--- src/rtl/dp_seq_ctrl.sv ---
// dp_seq_ctrl: Moore sequencer that walks A-element pairs through load/compare
// and writes one B entry per pair, with a registered add/sub select.
module dp_seq_ctrl #(
  parameter int PAIRS = 4
) (
  input  logic clk,
  input  logic reset,
  input  logic start,
  input  logic sign,
  output logic resetA,
  output logic incA,
  output logic resetB,
  output logic incB,
  output logic ld_reg,
  output logic sel,
  output logic we_b,
  output logic busy,
  output logic done
);
  localparam logic [2:0] IDLE  = 3'd0;
  localparam logic [2:0] CLR   = 3'd1;
  localparam logic [2:0] LOADA = 3'd2;
  localparam logic [2:0] CMP   = 3'd3;
  localparam logic [2:0] WRB   = 3'd4;
  localparam logic [2:0] DONE  = 3'd5;
  logic [2:0] state, state_nxt;
  logic [1:0] pcnt;
  logic       sel_r;
  logic       last;
  assign last = pcnt == 2'(PAIRS - 1);
  always_ff @(posedge clk) begin
    if (!reset) begin
      state <= IDLE;
      pcnt  <= '0;
      sel_r <= 1'b0;
    end else begin
      state <= state_nxt;
      pcnt  <= state == CLR ? 2'd0 : (state == WRB && !last) ? pcnt + 2'd1 : pcnt;
      sel_r <= state == CMP ? sign : state == DONE ? 1'b0 : sel_r;
    end
  end
  always_comb begin
    state_nxt = IDLE;
    case (state)
      IDLE:    state_nxt = start ? CLR : IDLE;
      CLR:     state_nxt = LOADA;
      LOADA:   state_nxt = CMP;
      CMP:     state_nxt = WRB;
      WRB:     state_nxt = last ? DONE : LOADA;
      default: state_nxt = IDLE;
    endcase
  end
  // sel is only presented while the captured compare result is being used
  always_comb begin
    resetA = state == CLR;
    resetB = state == CLR;
    incA   = state == LOADA || state == CMP;
    ld_reg = state == LOADA;
    incB   = state == WRB;
    we_b   = state == WRB;
    sel    = state == WRB ? sel_r : 1'b0;
    busy   = state == CLR || state == LOADA || state == CMP || state == WRB || state == DONE;
    done   = state == DONE;
  end
endmodule

--- config.mk ---
export PLATFORM = sky130hd
export DESIGN_NAME = dp_seq_ctrl
export DESIGN_NICKNAME = d
export VERILOG_FILES = /design/src/rtl/dp_seq_ctrl.sv
export SDC_FILE = /design/constraint.sdc
export NUM_CORES = 1
export LEC_CHECK = 0
export BUFFER_PORTS_ARGS = -buffer_cell sky130_fd_sc_hd__buf_2
export CAP_MARGIN = 25
export CORE_AREA = 4 4 41 43
export CTS_CLUSTER_DIAMETER = 100
export DETAILED_ROUTE_END_ITERATION = 8
export DIE_AREA = 0 0 45 47
export GPL_TIMING_DRIVEN = 0
export PLACE_DENSITY_LB_ADDON = 0.3
export SYNTH_ARGS = -nofsm -noshare
export SYNTH_HDL_FRONTEND = slang
export SYNTH_SLANG_ARGS = --single-unit
--- constraint.sdc ---
create_clock -name clk -period 1.7 [get_ports clk]
set_input_delay 0.34 -clock clk [delete_from_list [all_inputs] [get_ports clk]]
set_output_delay 0.34 -clock clk [all_outputs]
set_load 0.02 [all_outputs]
==> results.md, run 1 <==
- Status: finished, final reports clean
- Rows: 13
- Post-synth cell types: 24
- Die width: roughly 45 um
- DIE AREA: 2120 um^2
- Worst skew pair latency: around 240 ps
- CTS Buf Count: 3
- # IOs: 13
- Port bufs: 12
- Yosys reg bits: 6
- Worst r2r src: pcnt[0]
- Net Sw Power: approximately 0.11 mW
- Gr usage total: 8.17%
- Hold_buf cts: 0
- Worst vdd ir: around 0.00053 V
- Antenna Violating Nets Remaining: 0
- Leakage power: ~0.22 nW
- Die Y: between 40 and 50 um
- Final setup vio count: 0
- Part of the power in the clock network: ~33%
- Total grt overflow: 0
- CTS tree: done
- Routed wl met2: about 330 um
- Worst-path fanout max: 10
- Sw Ratio: ~29%
- Post-DP Area: approximately 460 um^2
- DRC Markers: 0
- Initial Util: between 20% and 30%
- Slew HR: 79.8%
- Sequential area share after synthesis: 31.6%
- TNS Setup: 0 ps
- Drt wl/cell: roughly 9.9 um
- Vias post-DR: roughly 330
- Worst setup margin: between 90 and 100 ps
- Final core utilization: between 30% and 40%
- Design area: between 400 and 500 um^2
- Max-capacitance violation count: 0
- Initial antenna violation count: 0
- Clk slew on worst S/H paths: ~40 ps
- Met1 wire length: about 330 um
- Layout area overhead: 31.2%
- Finished Layout Cells: 73
- Share of layout cells above drive strength 1: about 47%
- Met3 WL: 66 um
- R2R Setup Slk: between 300 and 400 ps
- Max Transition Viols Final: 0
- CP Cell Sequence: buf_6 > nor3b_2 > and2_1 > buf_2
- Vias per cell: 4.56
- Clock tree sinks: 6
- N_diodes: 0
- Post-CTS setup buffers: 0
- Post-layout min period: 1600 ps
- CP max-delay cell: dfxtp_2
- Final nets: 65
- DRT Pass-1 Iters: 2
- Hold EP: sel_r
- Combinational share of power: 27.2%
- Min-Delay Path Depth: 2
- Vias in the first global route: between 200 and 300
- CP bufs+invs: 2
- Final hold violations: 0
- Sequential Power Share: roughly 40%
- Tcrit/Tclk final: ~94%
- Int Pwr: 0.277 mW
- R2R depth: 4
- Slew @ Worst Pin: ~300 ps
- Family with the most delay on the worst path: simple AND/OR/NAND/NOR gates
- DR iter-0 viols: 2
- Fmax: around 620 MHz
- Syn_nets: 48
- Dpl ws: between 200 and 250 ps
- Top layer in use: met3
- Syn Std Cell Area: 380 um^2
- Placed Instances: 70
- Crit path kind: reg -> out
- RSZ-0062 raised after global routing: no
- CP required: between 1000 and 1500 ps
- Worst path max stage delay: between 300 and 400 ps
- EDFF count, synth: 0
- Most frequently used flop master after synthesis: dfxtp_1
- Type of origin of the critical path: flip-flop
- GP Congestion: between 0.6 and 0.7
- Largest net degree at the start of global routing: 11
- Htree depth: 1
- Core footprint: approximately 1300 um^2
- Ys async rst share: 0%
- Worst EP arrival: ~1300 ps
- HP Start: reset
- Synth Instances: 43
- Clock Path Buffers: 2
- Final WL: 723 um
- Reg-to-Reg End: pcnt[1]
- Clock root cell: clkbuf_4
- Synthesized area per cell: between 8 and 9 um^2
- First-pass GRT wire length: around 1.2 mm
- PD cells: approximately 800 nW/um^2
- Final Skew: 0.583 ps
- Hold WC Path Type: in -> reg
- DP HPWL: approximately 540 um
- Yosys Warn Count: 0
- Critical path endpoint category: output port
state kept, by name, summed over array words and instances, names as in the netlist:
register,flops
pcnt,2
state,3
sel_r,1
routing by layer:
layer / GRT usage, % / up-vias
li1: - / 177
met1: 8.97 / 147
met5: 0 / -
met2: 12.1 / 9
met3: 5.75 / 0
met4: 3.51 / 0
metrics by stage:
stage | power, mW | hold WS (ps)
finish | 0.391 | 347
global placement | 0.256 | 481
floorplan | 0.231 | 458
CTS | 0.396 | 345
global route | 0.418 | 361
detailed placement | 0.257 | 494
final cells by class:
type,instances,area (um^2)
fill,144,802
multi-input combinational,30,226
sequential,6,121
timing repair buffer,12,60.1
buffer,5,42.5
clock buffer,3,22.5
tap,15,18.8
inverter,2,7.51
power by group through the flow:
stage | logic, mW | registers [mW] | clock network, mW
floorplan | 0.0755 | 0.156 | 0
global placement | 0.0998 | 0.157 | 0
detailed placement | 0.100 | 0.157 | 0
CTS | 0.102 | 0.154 | 0.140
global route | 0.117 | 0.156 | 0.144
finish | 0.107 | 0.155 | 0.130
cell usage in the layout (no fill, tap or decap), drive strengths merged:
cell     count
o21ai        1
nor2b        2
clkbuf       3
o21a         2
a21boi       1
nor4b        1
nand2b       4
a21oi        3
nor3b        1
nor2         5
nor3         2
ha           1
a2111oi      1
and2         1
inv          2
a22oi        1
nand2        1
nand3        1
mux2i        1
xnor2        1
dfxtp        6
buf         17
repair_timing:
action	4_1_cts	5_1_grt
pin swaps	0	0
resized for setup	1	3
setup endpoints to repair	1	4
synthesized netlist by cell type, types with 2 or more instances:
master / number / area, um^2
buf_2: 2 / 10.0
inv_1: 2 / 7.51
buf_4: 2 / 15.0
nand2b_1: 4 / 25.0
a21oi_1: 3 / 15.0
o21a_1: 2 / 15.0
nor2_1: 4 / 15.0
nor2b_1: 2 / 12.5
dfxtp_1: 6 / 120
nor3_1: 2 / 10.0
logic make-up (layout without fill, tap and decap cells):
group	count (synthesis)	in the layout	synth area share, %
AO/OA/AOI/OAI	9	9	17.1
XOR/XNOR	1	1	2.30
adder cells (fa/ha/maj)	1	1	3.29
buffers and inverters	7	22	11.5
flip-flops	6	6	31.6
multiplexers	1	1	2.63
AND/OR/NAND/NOR	18	18	31.6
worst max-delay path by stage:
stage,from,endpoint,slack (ps),cells after the start
6_report,state[1],sel,100,4
4_1_cts,state[1],resetB,1,5
5_1_grt,state[1],sel,20,4
2_1_floorplan,state[1],ld_reg,120,3
3_5_place_dp,state[1],resetB,230,5
3_3_place_gp,state[1],resetB,250,5
(Power assumes the default switching activity.)
==> inputs of run 2 (changes only) <==
- CELL_PAD_IN_SITES_DETAIL_PLACEMENT: unset -> 1
- CELL_PAD_IN_SITES_GLOBAL_PLACEMENT: unset -> 1
==> results.md, run 2 (synthesized netlist as in run 1, its figures left out) <==
- # IOs: 13 (unchanged)
- Gr usage total: 9.82% (+1.6 points)
- DR iter-0 viols: 5 (+3)
- HP Start: reset
- CP max-delay cell: dfxtp_2
- Sw Ratio: 29.8% (+0.68 points)
- CP Cell Sequence: buf_6 > nor3b_2 > and2_1 > buf_2
- Port bufs: 12 (unchanged)
- Combinational share of power: 27.5% (+0.3 points)
- Clk slew on worst S/H paths: 50 ps (about the same)
- Sequential Power Share: 39.3% (-0.4 points)
- DRT Pass-1 Iters: 4 (+2)
- Int Pwr: 0.278 mW (+0.11%)
- Final WL: 865 um (+20%)
- Total power draw: 0.396 mW (+1.1%)
- Antenna Violating Nets Remaining: 0 (unchanged)
- Part of the power in the clock network: 33.2% (about the same)
- Max Transition Viols Final: 0 (unchanged)
- Slew @ Worst Pin: 333 ps (+31.3 ps)
- Top layer in use: met4
- Net Sw Power: 0.118 mW (+3.4%)
- Type of origin of the critical path: flip-flop
- CTS Buf Count: 3 (unchanged)
- Share of layout cells above drive strength 1: 48.3% (+1.7 points)
- Max-capacitance violation count: 0 (unchanged)
- Met3 WL: 68 um (+3.0%)
- DRC Markers: 0 (unchanged)
- Routed wl met2: 423 um (+30%)
- Largest regs: state: 3 flops, pcnt: 2 flops, sel_r: 1 flops
- Biggest register: state
- Vias post-DR: 356 (+6.9%)
- Worst skew pair latency: 250 ps (about the same)
- RSZ-0062 raised after global routing: no
- Core footprint: 1300 um^2 (unchanged)
- Max FFs per register: 3 (unchanged)
- Clock tree sinks: 6 (unchanged)
- Vias per cell: 4.88 (+6.9%)
- Post-cts sizing count: 2 (+1)
- CTS tree: done
- Hold WC Path Type: in -> reg
- Initial antenna violation count: 0 (unchanged)
- Die Y: 47 um (unchanged)
- Worst EP arrival: 1250 ps (about the same)
- Critical Path Source: state[1]
- Leakage power: 0.224 nW (-0.12%)
- Crit path kind: reg -> out
- GP Congestion: 0.661 (-1.3%)
- Final Skew: 6.94 ps (+6.36 ps)
- Total grt overflow: 0 (unchanged)
- Largest net degree at the start of global routing: 11 (unchanged)
- Worst-path fanout max: 10 (unchanged)
- PD cells: 789 nW/um^2 (+0.57%)
- Family with the most delay on the worst path: simple AND/OR/NAND/NOR gates
- First-pass GRT wire length: 1.49 mm (+26%)
- Fillers: 165 (+15%)
- Slew HR: 77.7% (-2.1 points)
- Clock root cell: clkbuf_4
- Final core utilization: 38.6% (+0.19 points)
- CP required: 1360 ps (about the same)
- Post-CTS setup buffers: 0 (unchanged)
- Commonest non-fill, non-tap cell in the layout: buf_2
- TNS Setup: 0 ps (unchanged)
- Vias in the first global route: 341 (+17%)
- DIE AREA: 2120 um^2 (unchanged)
- Final nets: 65 (unchanged)
- Critical path endpoint category: output port
- Rows: 13 (unchanged)
- Fmax: 629 MHz (+0.74%)
- Worst r2r src: pcnt[0]
- Htree depth: 1 (unchanged)
- Final setup vio count: 0 (unchanged)
- Met1 wire length: 368 um (+11%)
- Status: finished, final reports clean
- Worst path max stage delay: 340 ps (about the same)
- DP HPWL: 674 um (+25%)
- N_diodes: 0 (unchanged)
- Post-layout min period: 1590 ps (-11.8 ps)
- Clock Path Buffers: 2 (unchanged)
- CP bufs+invs: 2 (unchanged)
- Tcrit/Tclk final: 93.5% (-0.69 points)
- Worst vdd ir: 0.000499 V (-6.8%)
- Most frequent cells in the layout: 13 x buf_2, 5 x dfxtp_1
- Drt wl/cell: 11.8 um (+20%)
- Hold_buf cts: 0 (unchanged)
- Final hold violations: 0 (unchanged)
- Layout area overhead: 31.9%
- Initial Util: 29.2% (unchanged)
- Die width: 45 um (unchanged)
[run 2: cell counts in the layout (fill, tap and decap cells not counted)]
No cell type changed its count.
[run 2: layout make-up]
class | instances | area, um^2 | share of cell area, %
Tap cell | 15 | 18.8 | 3.74
Sequential cell | 6 | 121 | 24.2
Timing Repair Buffer | 12 | 60.1 | 12.0
Buffer | 5 | 42.5 | 8.48
Multi-Input combinational cell | 30 | 229 | 45.6
Inverter | 2 | 7.51 | 1.50
Clock buffer | 3 | 22.5 | 4.49
[run 2: stage by stage]
| step | cell area, um^2 | hold slack [ps] | worst slack [ps] | cells |
|---|---|---|---|---|
| finish | 502 | 361 | 111 | 73 |
| floorplan | 383 | 458 | 121 | 43 |
| global route | 502 | 357 | 21.4 | 73 |
| global placement | 462 | 484 | 221 | 70 |
| detailed placement | 462 | 493 | 202 | 70 |
| CTS | 494 | 361 | 37.7 | 73 |
[run 2: final timing paths]
check	endpoint	slack, ps	cells past startpoint
min	state[1]	360	2
max	sel	110	4
max reg2reg	pcnt[1]	300	4
min reg2reg	pcnt[1]	510	2
[run 2: power groups by stage]
stage	combinational, mW	sequential [mW]	clock, mW
after detailed placement	0.102	0.157	0
final	0.109	0.156	0.131
after global placement	0.101	0.157	0
after global routing	0.120	0.156	0.147
after floorplan	0.0755	0.156	0
after CTS	0.108	0.155	0.134
[run 2: routing by layer]
metal | track usage [%] | vias to the layer above
li1 | - | 176
met3 | 5.75 | 2
met2 | 16.1 | 10
met5 | 0 | -
met4 | 1.75 | 0
met1 | 11.2 | 168
[run 2: worst register-to-register path, stage by stage (launching register included)]
cell and delay, ps:
dfxtp_1 320, ha_1 270, nor4b_4 410, mux2i_1 240, nor2_1 50
==> inputs of run 3 (changes only) <==
- CORE_AREA: 4 4 41 43 -> unset
- CORE_MARGIN: unset -> 4
- CORE_UTILIZATION: unset -> 29
- DIE_AREA: 0 0 45 47 -> unset
- clock period: 1.7 -> 1.35 ns (I/O delays scaled with it)
==> results.md, run 3 (synthesized netlist as in run 1, its figures left out) <==
- Levels on crit path: 5 (+1)
- Share of layout cells above drive strength 1: 68.9% (+21 points)
- Clock tree sinks: 6 (unchanged)
- Max Transition Viols Final: 0 (unchanged)
- Most common cell on crit path: buf_4
- Min-Delay Path Depth: 2 (unchanged)
- Gr usage total: 12.0% (+2.2 points)
- DRT Pass-1 Iters: 4 (unchanged)
- Die Y: 44.2 um (-5.9%)
- Worst skew pair latency: 250 ps (about the same)
- Worst setup margin: -112 ps (-223 ps)
- Final hold violations: 0 (unchanged)
- CP Cell Sequence: buf_6 > buf_4 > nor3_2 > a21oi_1 > buf_4
- Vias post-DR: 432 (+21%)
- Fillers: 127 (-23%)
- First-pass GRT wire length: 1.70 mm (+14%)
- Antenna Violating Nets Remaining: 0 (unchanged)
- Crit path kind: reg -> out
- # IOs: 13 (unchanged)
- CP required: 1080 ps (-280 ps)
- CTS tree: done
- Biggest register: state
- Final nets: 81 (+25%)
- Total grt overflow: 0 (unchanged)
- Fmax: around 680 MHz
- Leakage power: 0.327 nW (+46%)
- Status: finished with violations
- Final setup vio count: 7 (+7)
- Worst path max stage delay: 330 ps (about the same)
- Die width: 44.2 um (-1.7%)
- DRC Markers: 0 (unchanged)
- Largest net degree at the start of global routing: 11 (unchanged)
- R2R depth: 6 (+2)
- Initial Util: 32.5% (+3.2 points)
- Finished Layout Cells: 88 (+21%)
- CTS Buf Count: 3 (unchanged)
- R2R Setup Slk: 0 ps (-300 ps)
- Family with the most delay on the worst path: buffers and inverters
- Htree depth: 1 (unchanged)
- Hold WC Path Type: in -> reg
- Failing checks: negative setup slack
- Slew @ Worst Pin: 300 ps (-33.6 ps)
- Layout area overhead: 98.4%
- DP HPWL: 584 um (-13%)
- Port bufs: 12 (unchanged)
- DR iter-0 viols: 11 (+6)
- Worst-path fanout max: 5 (-5)
- RSZ-0062 raised after global routing: yes
- Final WL: 1.43 mm (+65%)
- Clock root cell: clkbuf_4
- N_diodes: 0 (unchanged)
- Final hold slack: 296 ps (-65.6 ps)
- Rows: 12 (-1)
- Core footprint: 1170 um^2 (-10%)
- Drt wl/cell: 16.2 um (+37%)
- Clk slew on worst S/H paths: 40 ps (about the same)
- Type of origin of the critical path: flip-flop
- Vias per cell: 4.91 (+0.66%)
- TNS Setup: -482 ps (-482 ps)
- DIE AREA: 1950 um^2 (-7.6%)
- Commonest non-fill, non-tap cell in the layout: buf_4
- GP Congestion: 0.609 (-8.0%)
- Final Skew: 3.45 ps (-3.49 ps)
- Critical path endpoint category: output port
- Most frequent cells in the layout: 17 x buf_4, 9 x buf_6, 4 x buf_2, 4 x dfxtp_1
- Largest regs: state: 3 flops, pcnt: 2 flops, sel_r: 1 flops
- PD cells: 781 nW/um^2 (-0.99%)
- Worst EP arrival: 1190 ps (-60 ps)
- CP bufs+invs: 3 (+1)
- Clock Path Buffers: 2 (unchanged)
- Max-capacitance violation count: 0 (unchanged)
- CP max-delay cell: dfxtp_2
- Initial antenna violation count: 0 (unchanged)
- Hold_buf cts: 0 (unchanged)
- Max FFs per register: 3 (unchanged)
- Post-layout min period: ~1500 ps
- Tcrit/Tclk final: 108%
- Worst vdd ir: 0.000425 V (-15%)
- Slew HR: 79.9% (+2.2 points)
- Placed Instances: 69 (-1.4%)
- Vias in the first global route: 400 (+17%)
- Total power draw: 0.589 mW (+49%)
run 3: worst reg2reg max path: cells and delay by family, from the launching register on:
kind | cells | cell delay [ps]
and+or+nand+nor | 2 | 380
buffers and inverters | 3 | 450
xor gates and xnor gates | 1 | 110
DFF | 1 | 300
run 3: layout make-up:
class / count / area (um^2) / area share, %
multi-input combinational: 30 / 278 / 36.8
timing repair buffer: 28 / 251 / 33.3
sequential: 6 / 125 / 16.6
buffer: 5 / 52.6 / 6.97
clock buffer: 3 / 22.5 / 2.99
tap: 14 / 17.5 / 2.32
inverter: 2 / 7.51 / 0.995
run 3: routing by layer:
layer	vias to the layer above	GRT usage, %	wire [um]
li1	208	-	-
met3	0	6.10	55
met4	0	1.81	0
met1	214	11.9	512
met5	-	0	0
met2	10	22.4	860
run 3: path summary, 6_finish.rpt:
path | startpoint | to
worst max-delay path | state[1] | busy
worst max register to register | state[0] | pcnt[0]
worst min register to register | pcnt[1] | pcnt[1]
worst min-delay path | reset | state[1]
run 3: repair_timing:
| action | CTS | global route |
|---|---|---|
| setup endpoints to repair | 10 | 9 |
| cloned | 0 | 1 |
| gates resized for setup | 18 | 14 |
| pin swaps | 3 | 4 |
| setup buffers | 5 | 10 |
run 3: metrics by stage:
step           instance area, um^2  worst slack [ps]  util (%)
6_report                       754              -112      64.4
5_1_grt                        754              -204      64.4
4_1_cts                        602              -114      51.4
3_5_place_dp                   489             -96.9      41.8
3_3_place_gp                   489             -96.6      41.8
2_1_floorplan                  412              1.60         -
run 3: report_power, final:
group	internal (mW)	switching, mW
Sequential	0.186	0.00632
Combinational	0.121	0.110
Clock	0.101	0.0650
Total	0.408	0.181
